## src/rtl/shift_register_pkg.sv

```systemverilog
// Shared types and constants for the shift register driver.
//   state_e   : controller states
//   cnt_width : bits needed to hold values 0..max_val
//   DEF_*     : default WIDTH / CLK_DIV / LSB_FIRST
package shift_register_pkg;

   localparam int unsigned DEF_WIDTH     = 24;
   localparam int unsigned DEF_CLK_DIV   = 5;
   localparam int unsigned DEF_LSB_FIRST = 1;

   typedef enum logic [2:0] {
      S_IDLE,
      S_SETUP,
      S_HIGH,
      S_LATCH,
      S_CLR,
      S_DONE
   } state_e;

   // Width of a counter that must represent 0..max_val inclusive.
   function automatic int unsigned cnt_width(input int unsigned max_val);
      return (max_val < 1) ? 1 : $clog2(max_val + 1);
   endfunction

endpackage

```

## src/rtl/shift_register_driver_if.sv

```systemverilog
// Control-side handshake bundle of the shift register driver.
//   start, clear, word : requests from the controller
//   ready, busy, done  : status back from the driver
// master = controller side, slave = driver side.
interface shift_register_driver_if #(
   parameter int unsigned WIDTH = shift_register_pkg::DEF_WIDTH
);
   logic             start;
   logic             clear;
   logic [WIDTH-1:0] word;
   logic             ready;
   logic             busy;
   logic             done;

   modport master (
      output start, clear, word,
      input  ready, busy, done
   );

   modport slave (
      input  start, clear, word,
      output ready, busy, done
   );
endinterface

```

## src/rtl/shift_clk_div.sv

```systemverilog
// Reloadable phase timer: counts CLK_DIV cycles per phase.
//   clk, rst_n    : clock, synchronous active-low reset
//   i_reload      : restart the phase (counter <= CLK_DIV-1)
//   o_phase_end_c : high on the last cycle of the current phase
module shift_clk_div
   import shift_register_pkg::*;
#(
   parameter int unsigned CLK_DIV = DEF_CLK_DIV
) (
   input  logic clk,
   input  logic rst_n,
   input  logic i_reload,
   output logic o_phase_end_c
);

   localparam int unsigned CNT_W = cnt_width(CLK_DIV);

   logic [CNT_W-1:0] r_cnt;

   // Down-counter; parks at zero rather than wrapping.
   always_ff @(posedge clk) begin
      if (!rst_n) begin
         r_cnt <= '0;
      end else if (i_reload) begin
         r_cnt <= CNT_W'(CLK_DIV - 1);
      end else if (r_cnt != '0) begin
         r_cnt <= r_cnt - CNT_W'(1);
      end
   end

   assign o_phase_end_c = (r_cnt == '0);

endmodule

```

## src/rtl/shift_register_driver.sv

```systemverilog
// Serial loader for chained latched shift registers (74HC595 class).
// Shifts a WIDTH-bit word out on sclk/sdata, then pulses lclk; also
// runs a clear sequence (srclr_n low, then latch).
//   clk, rst_n : clock, synchronous active-low reset
//   bus        : start/clear/word in, ready/busy/done out (slave modport)
//   sdata      : serial data, stable through each sclk high
//   sclk       : shift clock (external part samples on rising edge)
//   lclk       : storage latch clock, high for CLK_DIV cycles
//   srclr_n    : external register clear, active low
// Optional macro SHIFT_READBACK_EN adds sdin in, rdata/rvalid out: sdin is
// sampled at the end of each sclk high phase, and the captured word is
// published with done at the end of a transfer.
module shift_register_driver
   import shift_register_pkg::*;
#(
   parameter int unsigned WIDTH     = DEF_WIDTH,
   parameter int unsigned CLK_DIV   = DEF_CLK_DIV,
   parameter int unsigned LSB_FIRST = DEF_LSB_FIRST
) (
   input  logic                    clk,
   input  logic                    rst_n,
   shift_register_driver_if.slave  bus,
   output logic                    sdata,
   output logic                    sclk,
   output logic                    lclk,
   output logic                    srclr_n
`ifdef SHIFT_READBACK_EN
   ,
   input  logic                    sdin,
   output logic [WIDTH-1:0]        rdata,
   output logic                    rvalid
`endif
);

   localparam int unsigned BIT_W = cnt_width(WIDTH);
   localparam bit          LSB   = (LSB_FIRST != 0);

   state_e             r_state;
   logic [WIDTH-1:0]   r_shift;
   logic [BIT_W-1:0]   r_bit;
   logic               r_sdata;
   logic               r_sclk;
   logic               r_lclk;
   logic               r_srclr_n;
   logic               r_done;
   logic               r_ready;
   logic               r_busy;

   logic               w_phase_end;
   logic               w_reload;
   logic [WIDTH-1:0]   w_shift_next;
   logic               w_head_word;
   logic               w_head_next;

   // Timer restarts on every phase boundary and is held loaded while idle,
   // so the first phase after acceptance is a full CLK_DIV cycles.
   assign w_reload = (r_state == S_IDLE) || (r_state == S_DONE) || w_phase_end;

   shift_clk_div #(
      .CLK_DIV (CLK_DIV)
   ) u_clk_div (
      .clk           (clk),
      .rst_n         (rst_n),
      .i_reload      (i_reload_w()),
      .o_phase_end_c (w_phase_end)
   );

   function automatic logic i_reload_w();
      return w_reload;
   endfunction

   // The bit presented next always sits at the exit end of r_shift.
   assign w_shift_next = LSB ? (r_shift >> 1) : (r_shift << 1);
   assign w_head_word  = LSB ? bus.word[0]     : bus.word[WIDTH-1];
   assign w_head_next  = LSB ? w_shift_next[0] : w_shift_next[WIDTH-1];

   // Controller: outputs are loaded on the edge that enters each state.
   always_ff @(posedge clk) begin
      if (!rst_n) begin
         r_state   <= S_IDLE;
         r_shift   <= '0;
         r_bit     <= '0;
         r_sdata   <= 1'b0;
         r_sclk    <= 1'b0;
         r_lclk    <= 1'b0;
         r_srclr_n <= 1'b1;
         r_done    <= 1'b0;
         r_ready   <= 1'b1;
         r_busy    <= 1'b0;
      end else begin
         r_done <= 1'b0;
         case (r_state)
            S_IDLE: begin
               if (bus.clear) begin
                  r_state   <= S_CLR;
                  r_srclr_n <= 1'b0;
                  r_ready   <= 1'b0;
                  r_busy    <= 1'b1;
               end else if (bus.start) begin
                  r_state <= S_SETUP;
                  r_shift <= bus.word;
                  r_bit   <= '0;
                  r_sdata <= w_head_word;
                  r_ready <= 1'b0;
                  r_busy  <= 1'b1;
               end
            end
            S_SETUP: begin
               if (w_phase_end) begin
                  r_state <= S_HIGH;
                  r_sclk  <= 1'b1;
               end
            end
            S_HIGH: begin
               if (w_phase_end) begin
                  r_sclk <= 1'b0;
                  if (r_bit == BIT_W'(WIDTH - 1)) begin
                     r_state <= S_LATCH;
                     r_lclk  <= 1'b1;
                  end else begin
                     r_state <= S_SETUP;
                     r_shift <= w_shift_next;
                     r_bit   <= r_bit + BIT_W'(1);
                     r_sdata <= w_head_next;
                  end
               end
            end
            S_CLR: begin
               if (w_phase_end) begin
                  r_state   <= S_LATCH;
                  r_srclr_n <= 1'b1;
                  r_lclk    <= 1'b1;
               end
            end
            S_LATCH: begin
               if (w_phase_end) begin
                  r_state <= S_DONE;
                  r_lclk  <= 1'b0;
                  r_sdata <= 1'b0;
                  r_done  <= 1'b1;
               end
            end
            S_DONE: begin
               r_state <= S_IDLE;
               r_ready <= 1'b1;
               r_busy  <= 1'b0;
            end
            default: begin
               r_state <= S_IDLE;
            end
         endcase
      end
   end

   assign sdata     = r_sdata;
   assign sclk      = r_sclk;
   assign lclk      = r_lclk;
   assign srclr_n   = r_srclr_n;
   assign bus.done  = r_done;
   assign bus.ready = r_ready;
   assign bus.busy  = r_busy;

`ifdef SHIFT_READBACK_EN
   logic [WIDTH-1:0] r_cap;
   logic [WIDTH-1:0] r_rdata;
   logic             r_rvalid;
   logic             r_xfer;

   // Capture sdin in transmit order; publish only for shift transfers.
   always_ff @(posedge clk) begin
      if (!rst_n) begin
         r_cap    <= '0;
         r_rdata  <= '0;
         r_rvalid <= 1'b0;
         r_xfer   <= 1'b0;
      end else begin
         r_rvalid <= 1'b0;
         if (r_state == S_IDLE) begin
            r_xfer <= !bus.clear;
         end
         if ((r_state == S_HIGH) && w_phase_end) begin
            r_cap <= LSB ? {sdin, r_cap[WIDTH-1:1]} : {r_cap[WIDTH-2:0], sdin};
         end
         if ((r_state == S_LATCH) && w_phase_end && r_xfer) begin
            r_rdata  <= r_cap;
            r_rvalid <= 1'b1;
         end
      end
   end

   assign rdata  = r_rdata;
   assign rvalid = r_rvalid;
`endif

endmodule

```

## src/flat_wrapper.sv

```systemverilog
// flat-port wrapper written by rule: the top's interface ports become plain ports
module shift_register_driver_flat import shift_register_pkg::*;
#(
   parameter int unsigned WIDTH     = DEF_WIDTH,
   parameter int unsigned CLK_DIV   = DEF_CLK_DIV,
   parameter int unsigned LSB_FIRST = DEF_LSB_FIRST
)
  (clk, rst_n, sdata, sclk, lclk, srclr_n, bus_start, bus_clear, bus_word, bus_ready, bus_busy, bus_done);
  shift_register_driver_if #(.WIDTH(WIDTH)) bus_i ();
  input  logic clk;
  input  logic rst_n;
  output logic sdata;
  output logic sclk;
  output logic lclk;
  output logic srclr_n;
  input wire logic [$bits(bus_i.start)-1:0] bus_start;
  input wire logic [$bits(bus_i.clear)-1:0] bus_clear;
  input wire logic [$bits(bus_i.word)-1:0] bus_word;
  output wire logic [$bits(bus_i.ready)-1:0] bus_ready;
  output wire logic [$bits(bus_i.busy)-1:0] bus_busy;
  output wire logic [$bits(bus_i.done)-1:0] bus_done;
  assign bus_i.start = bus_start;
  assign bus_i.clear = bus_clear;
  assign bus_i.word = bus_word;
  assign bus_ready = bus_i.ready;
  assign bus_busy = bus_i.busy;
  assign bus_done = bus_i.done;
  shift_register_driver #(.WIDTH(WIDTH), .CLK_DIV(CLK_DIV), .LSB_FIRST(LSB_FIRST)) u_core (.clk(clk), .rst_n(rst_n), .bus(bus_i), .sdata(sdata), .sclk(sclk), .lclk(lclk), .srclr_n(srclr_n));
endmodule
```

## config.mk

```make
export PLATFORM = sky130hd
export DESIGN_NAME = shift_register_driver_flat
export DESIGN_NICKNAME = d
export VERILOG_FILES = /design/src/rtl/shift_register_pkg.sv /design/src/rtl/shift_register_driver_if.sv /design/src/rtl/shift_clk_div.sv /design/src/rtl/shift_register_driver.sv /design/src/flat_wrapper.sv
export SDC_FILE = /design/constraint.sdc
export NUM_CORES = 1
export LEC_CHECK = 0
export BUFFER_PORTS_ARGS = -buffer_cell sky130_fd_sc_hd__buf_2
export CORE_AREA = 8 8 81 83
export DETAILED_ROUTE_END_ITERATION = 7
export DIE_AREA = 0 0 89 91
export GPL_TIMING_DRIVEN = 1
export PLACE_DENSITY = 0.58
export SYNTH_ARGS = -nofsm -noshare
export SYNTH_HDL_FRONTEND = slang
export SYNTH_SLANG_ARGS = --single-unit
```

## constraint.sdc

```tcl
create_clock -name clk -period 1.85 [get_ports clk]
set_input_delay 0.185 -clock clk [delete_from_list [all_inputs] [get_ports clk]]
set_output_delay 0.185 -clock clk [all_outputs]
set_load 0.05 [all_outputs]
```

-- After elaboration in Yosys (flattened, before gate mapping)
Index checks and enable logic that the tools add are counted.
- register bits: 42
- latch bits: 0
- RAM bits: 0
- ROM bits: 0
- output and inout port bits: 7
- logic and storage cells: 92
- memories: 0
- add/sub/neg operators: 2
- multiply operators: 0
- div/mod/pow operators: 0
- $lt $le $gt $ge: 0
- equality and inequality tests: 16
- shift-type cells: 0
- multiplexer cells: 40
- bitwise gates (word level): 1
- reduce and logical (&&, ||, !) cells: 21
- operators by type and width (cell ; number):
    24-bit two-way mux ; 4
    24-bit one-hot mux with 2 select lines ; 1
    3-bit two-way mux ; 8
    5-bit two-way mux ; 4
    3-bit one-hot mux with 5 select lines ; 1
    5-bit AND reduction ; 3
    1-bit two-way mux ; 14
    2-bit by 1-bit inequality test with 1-bit output (second input constant) ; 5
    5-bit one-hot mux with 2 select lines ; 1
    2-bit nonzero test ; 5
    3-bit nonzero test ; 3
    2-bit inequality test (second input constant) ; 4
    1-bit one-hot mux with 2 select lines ; 4
    3-bit by 2-bit equality test with 1-bit output (second input constant) ; 2
    3-bit equality test (second input constant) ; 2
    3-bit logical NOT ; 2
    1-bit one-hot mux with 3 select lines ; 2
    3-bit AND reduction ; 2
    6-bit AND reduction ; 1
    5-bit by 1-bit adder with 5-bit output (second input constant) ; 1
    5-bit equality test (second input constant) ; 1
    2-bit AND reduction ; 2
    3-bit by 1-bit equality test with 1-bit output (second input constant) ; 1
    3-bit inequality test (second input constant) ; 1
    other kinds (5) ; 6

-- Longest topological paths before layout
- depth in word-level cells: 4
- mapped depth: 8
- gate-level depth less buffers: 6

-- Modules after synthesis
Synthesis repeated with hierarchy kept, for this count alone.
- cell total of the unflattened synthesis: 225
- area total of the unflattened synthesis: 2213.4 µm²
- by module, submodules not included (module ; instances ; cells each ; area an instance (µm²) ; sequential area each (µm²)):
    shift_register_driver ; 1 ; 208 ; 2047.0 ; 760.7
    shift_clk_div ; 1 ; 17 ; 166.4 ; 60.1

-- Least setup slack after synthesis
Ideal clock, no wire load.
- path type: register to register
- from: register u_core.r_bit[0]
- to: register u_core.r_shift[2]
- library setup time: 0.116 ns
- arrival: 1.507 ns
- path slack: 0.227 ns
- stages on the path, launching flop included: 8
- path buffers: 2
- period minus slack after synthesis: 1.623 ns
- path through: dfxtp_1 ha_1 and4b_4 o22ai_2 and2_4 buf_6 buf_6 o211a_1
- word-level cells in the longest chain between the ends: 3
- ends and longest elaborated chain (item ; RTL line ; text):
    start: declaration ; shift_register_driver.sv:40 ; logic [BIT_W-1:0] r_bit;
    start signal: assignment ; shift_register_driver.sv:123 ; r_bit <= r_bit + BIT_W'(1);
    5-bit equality test ; shift_register_driver.sv:117 ; if (r_bit == BIT_W'(WIDTH - 1)) begin
    2-bit inequality test (no line) ; n/a ;
    5-bit AND reduction (no line) ; n/a ;
    end signal: assignment ; shift_register_driver.sv:101 ; r_shift <= bus.word;
    end signal: assignment ; shift_register_driver.sv:122 ; r_shift <= w_shift_next;
    end: declaration ; shift_register_driver.sv:39 ; logic [WIDTH-1:0] r_shift;
Every way passes these cells.
A chain may end at the register's enable or synchronous reset.

-- Worst setup path after layout
- from: register u_core.r_bit[0]
- to: register u_core.r_shift[14]
Same word-level chain as after synthesis.

==> run metrics <==
Post-Synthesis Cells=roughly 220; crit path max fanout=22; WL/cell=approximately 14 microns; # rows=27; initial antenna violation count=0; Cell Pwr Density=approximately 1200 nW/um^2; main flop type after synthesis=dfxtp_1; drt via density=5.346; Starting Density=approximately 38%; Area Overhead vs Synth=14.69%; fill count=562; Post-CTS Setup Bufs=0; post_cts resized=0; largest net degree at the start of global routing=30; vias in the first global route=1742; EDFF count, synth=0; peak supply drop=approximately 0.42 mV; port bufs=34; overall die height=around 90 microns; number of synthesized register bits=41; die width=approximately 89 microns; CTS buffer count=5; final cell count without fillers=approximately 320; die area=~8000 sq um; Mean Syn Cell Area=just over 9 sq um; via count=roughly 1700; routed wire length=about 4600 microns; share of the synthesized area in the top cell type=39.98%; H-tree depth=2; initial DRC count=101; Fin Clk Skew=around 0.006 ns; Pleak=1.132 nW; Final Setup Violations=0; Setup CP Type=reg -> reg; GRT Util Overall=about an eighth; hold buffer count at CTS=0; clock transition at the registers of the reported paths=around 0.08 ns; layout cells sized above 1=between 20% and 30%; Hold WC Path Type=in -> reg; CP bufs+invs=1; multi-input logic area=around 1100 sq um; CTS tree=built; crit start category=register; CP cell instances=ha_1 -> and4b_4 -> o22ai_2 -> buf_4 -> nand3_1 -> o211a_1; Clock Root Buffer=clkbuf_8; Arr. time, crit path=~1.9 ns; most frequent cells in the layout=dfxtp_1 (40), buf_2 (34), nand3_1 (26), mux2i_1 (25), o211a_1 (23); commonest non-fill, non-tap cell in the layout=dfxtp_1; synth unique cells=39; io pins=35; synth warn=0; Post-Syn Nets=roughly 250; Slew @ Worst Pin=0.5212 ns; Core Footprint=5338 sq um; final-stage net count=roughly 280; ANT cells=0; Max Cap Viol=0; Slew Limit Fails=0; critical path data required time=~2 ns; first-pass GRT wire length=7997 microns; Final Hold Fails=0; status=completed; DRT Pass-1 Iters=4; mapped cell area=between 2000 and 2500 sq um; placer congestion estimate=a little over 0.7; crit-path leading delay family=simple AND/OR/NAND/NOR gates; DP HPWL=around 3200 microns; total gr overflow=0; Worst-Skew Late Latency=~0.30 ns; unrepaired setup endpoints after global routing=false; Clock Sinks=around 40; register area=between 800 and 900 sq um; fin crit share=between 80% and 90%; setup TNS=0 ns; Setup crit end kind=register; register area share after synthesis=around two fifths; top cells by area, synth=dfxtp_1 (40%), mux2i_1 (12%), o211a_1 (11%); slowest CP cell=dfxtp_1; fraction of registers with async set/reset=0%; Max-Slew Margin vs Limit=between 60 and 70%; most area-hungry cell type in the Yosys netlist=dfxtp_1; FMAX=between 0.6 and 0.7 GHz; Inst Count DP=316; Tmin final=1.659 ns; post-route ant nets=0; clk buf depth=2; max incr delay on CP=roughly 0.34 ns; drc violations=0
[tightest hold or removal path: stages]
cell and delay [ns]:
buf_2 0.08, nand4_1 0.09, o21ai_1 0.08
[area by class of cell]
cell class | count | area share [%]
clock buffer | 6 | 3.082
clock inverter | 2 | 0.4251
inverter | 3 | 0.4782
multi-input combinational | 158 | 47.50
sequential | 41 | 34.91
tap | 72 | 3.826
timing repair buffer | 42 | 9.777
[Yosys cell counts (2+ instances only)]
master     count
o21ai_0        7
nor2b_1        3
nor2_1         5
o211a_1       23
nand2_1       15
a21oi_1        7
clkbuf_1      12
and2_1         4
inv_1          3
nand3b_1       3
nor4_1         2
mux2i_1       25
buf_6          3
dfxtp_1       41
nor3_1         4
buf_2          4
ha_1           3
o22ai_1        5
o21ai_1        4
nand2b_1       4
nand3_1       26
o2bb2ai_1      2
[stage by stage]
step / total power, mW / util (%) / hold slack (ns) / setup slack [ns] / instance area [sq um]
after detailed placement: 2.289 / 42.57 / 0.4044 / 0.2080 / 2272
after floorplan: 2.058 / - / 0.3451 / 0.2270 / 2053
after global placement: 2.279 / 42.57 / 0.4027 / 0.2172 / 2272
after CTS: 2.867 / 44.12 / 0.1973 / 0.1961 / 2355
final: 2.836 / 44.12 / 0.1833 / 0.1905 / 2355
after global routing: 3.049 / 44.12 / 0.2041 / 0.07218 / 2355
[final timing paths]
| kind | start | slack [ns] | cells after the start | endpoint |
|---|---|---|---|---|
| worst max register to register | u_core.r_bit[0]$_SDFFE_PN0P_ | 0.19 | 6 | u_core.r_shift[14]$_SDFFE_PN0P_ |
| worst min-delay path | bus_word[23] | 0.18 | 3 | u_core.r_shift[23]$_SDFFE_PN0P_ |
| worst max-delay path | u_core.r_bit[0]$_SDFFE_PN0P_ | 0.19 | 6 | u_core.r_shift[14]$_SDFFE_PN0P_ |
| worst min register to register | u_core.u_clk_div.r_cnt[0]$_SDFFE_PP0N_ | 0.42 | 1 | u_core.u_clk_div.r_cnt[0]$_SDFFE_PP0N_ |
[registers in the layout, summed over array words and instances, names as in the netlist]
| name | count |
|---|---|
| u_core.sclk | 1 |
| u_core.bus.done | 1 |
| u_core.srclr_n | 1 |
| u_core.bus.busy | 1 |
| u_core.r_shift | 23 |
| u_core.bus.ready | 1 |
| u_core.r_state | 3 |
| u_core.r_bit | 5 |
| u_core.sdata | 1 |
| u_core.lclk | 1 |
| u_core.u_clk_div.r_cnt | 3 |
[routing by layer]
layer | global-route usage (%) | part of all wire [%] | vias to the layer above
li1 | - | - | 874
met1 | 14.73 | 48 | 824
met2 | 19.42 | 46 | 27
met3 | 4.234 | 5.2 | 7
met4 | 4.577 | 1.4 | 0
met5 | 0 | 0 | -
[cell families after synthesis]
kind of cell | count (synthesis) | share of synthesized area (%)
muxes | 25 | 12.19
and+or+nand+nor | 73 | 18.89
DFF | 41 | 39.98
AOI/OAI and AO/OA | 57 | 21.57
adders and majority gates | 3 | 1.828
buffers and inverters | 23 | 5.545
[power breakdown]
part	total, mW	leakage [nW]	internal [mW]	switching, mW
Clock	0.573	0.0450	0.262	0.311
Sequential	1.20	0.337	1.06	0.134
Combinational	1.07	0.750	0.438	0.629
Total	2.84	1.13	1.76	1.07
(Power assumes the default switching activity.)
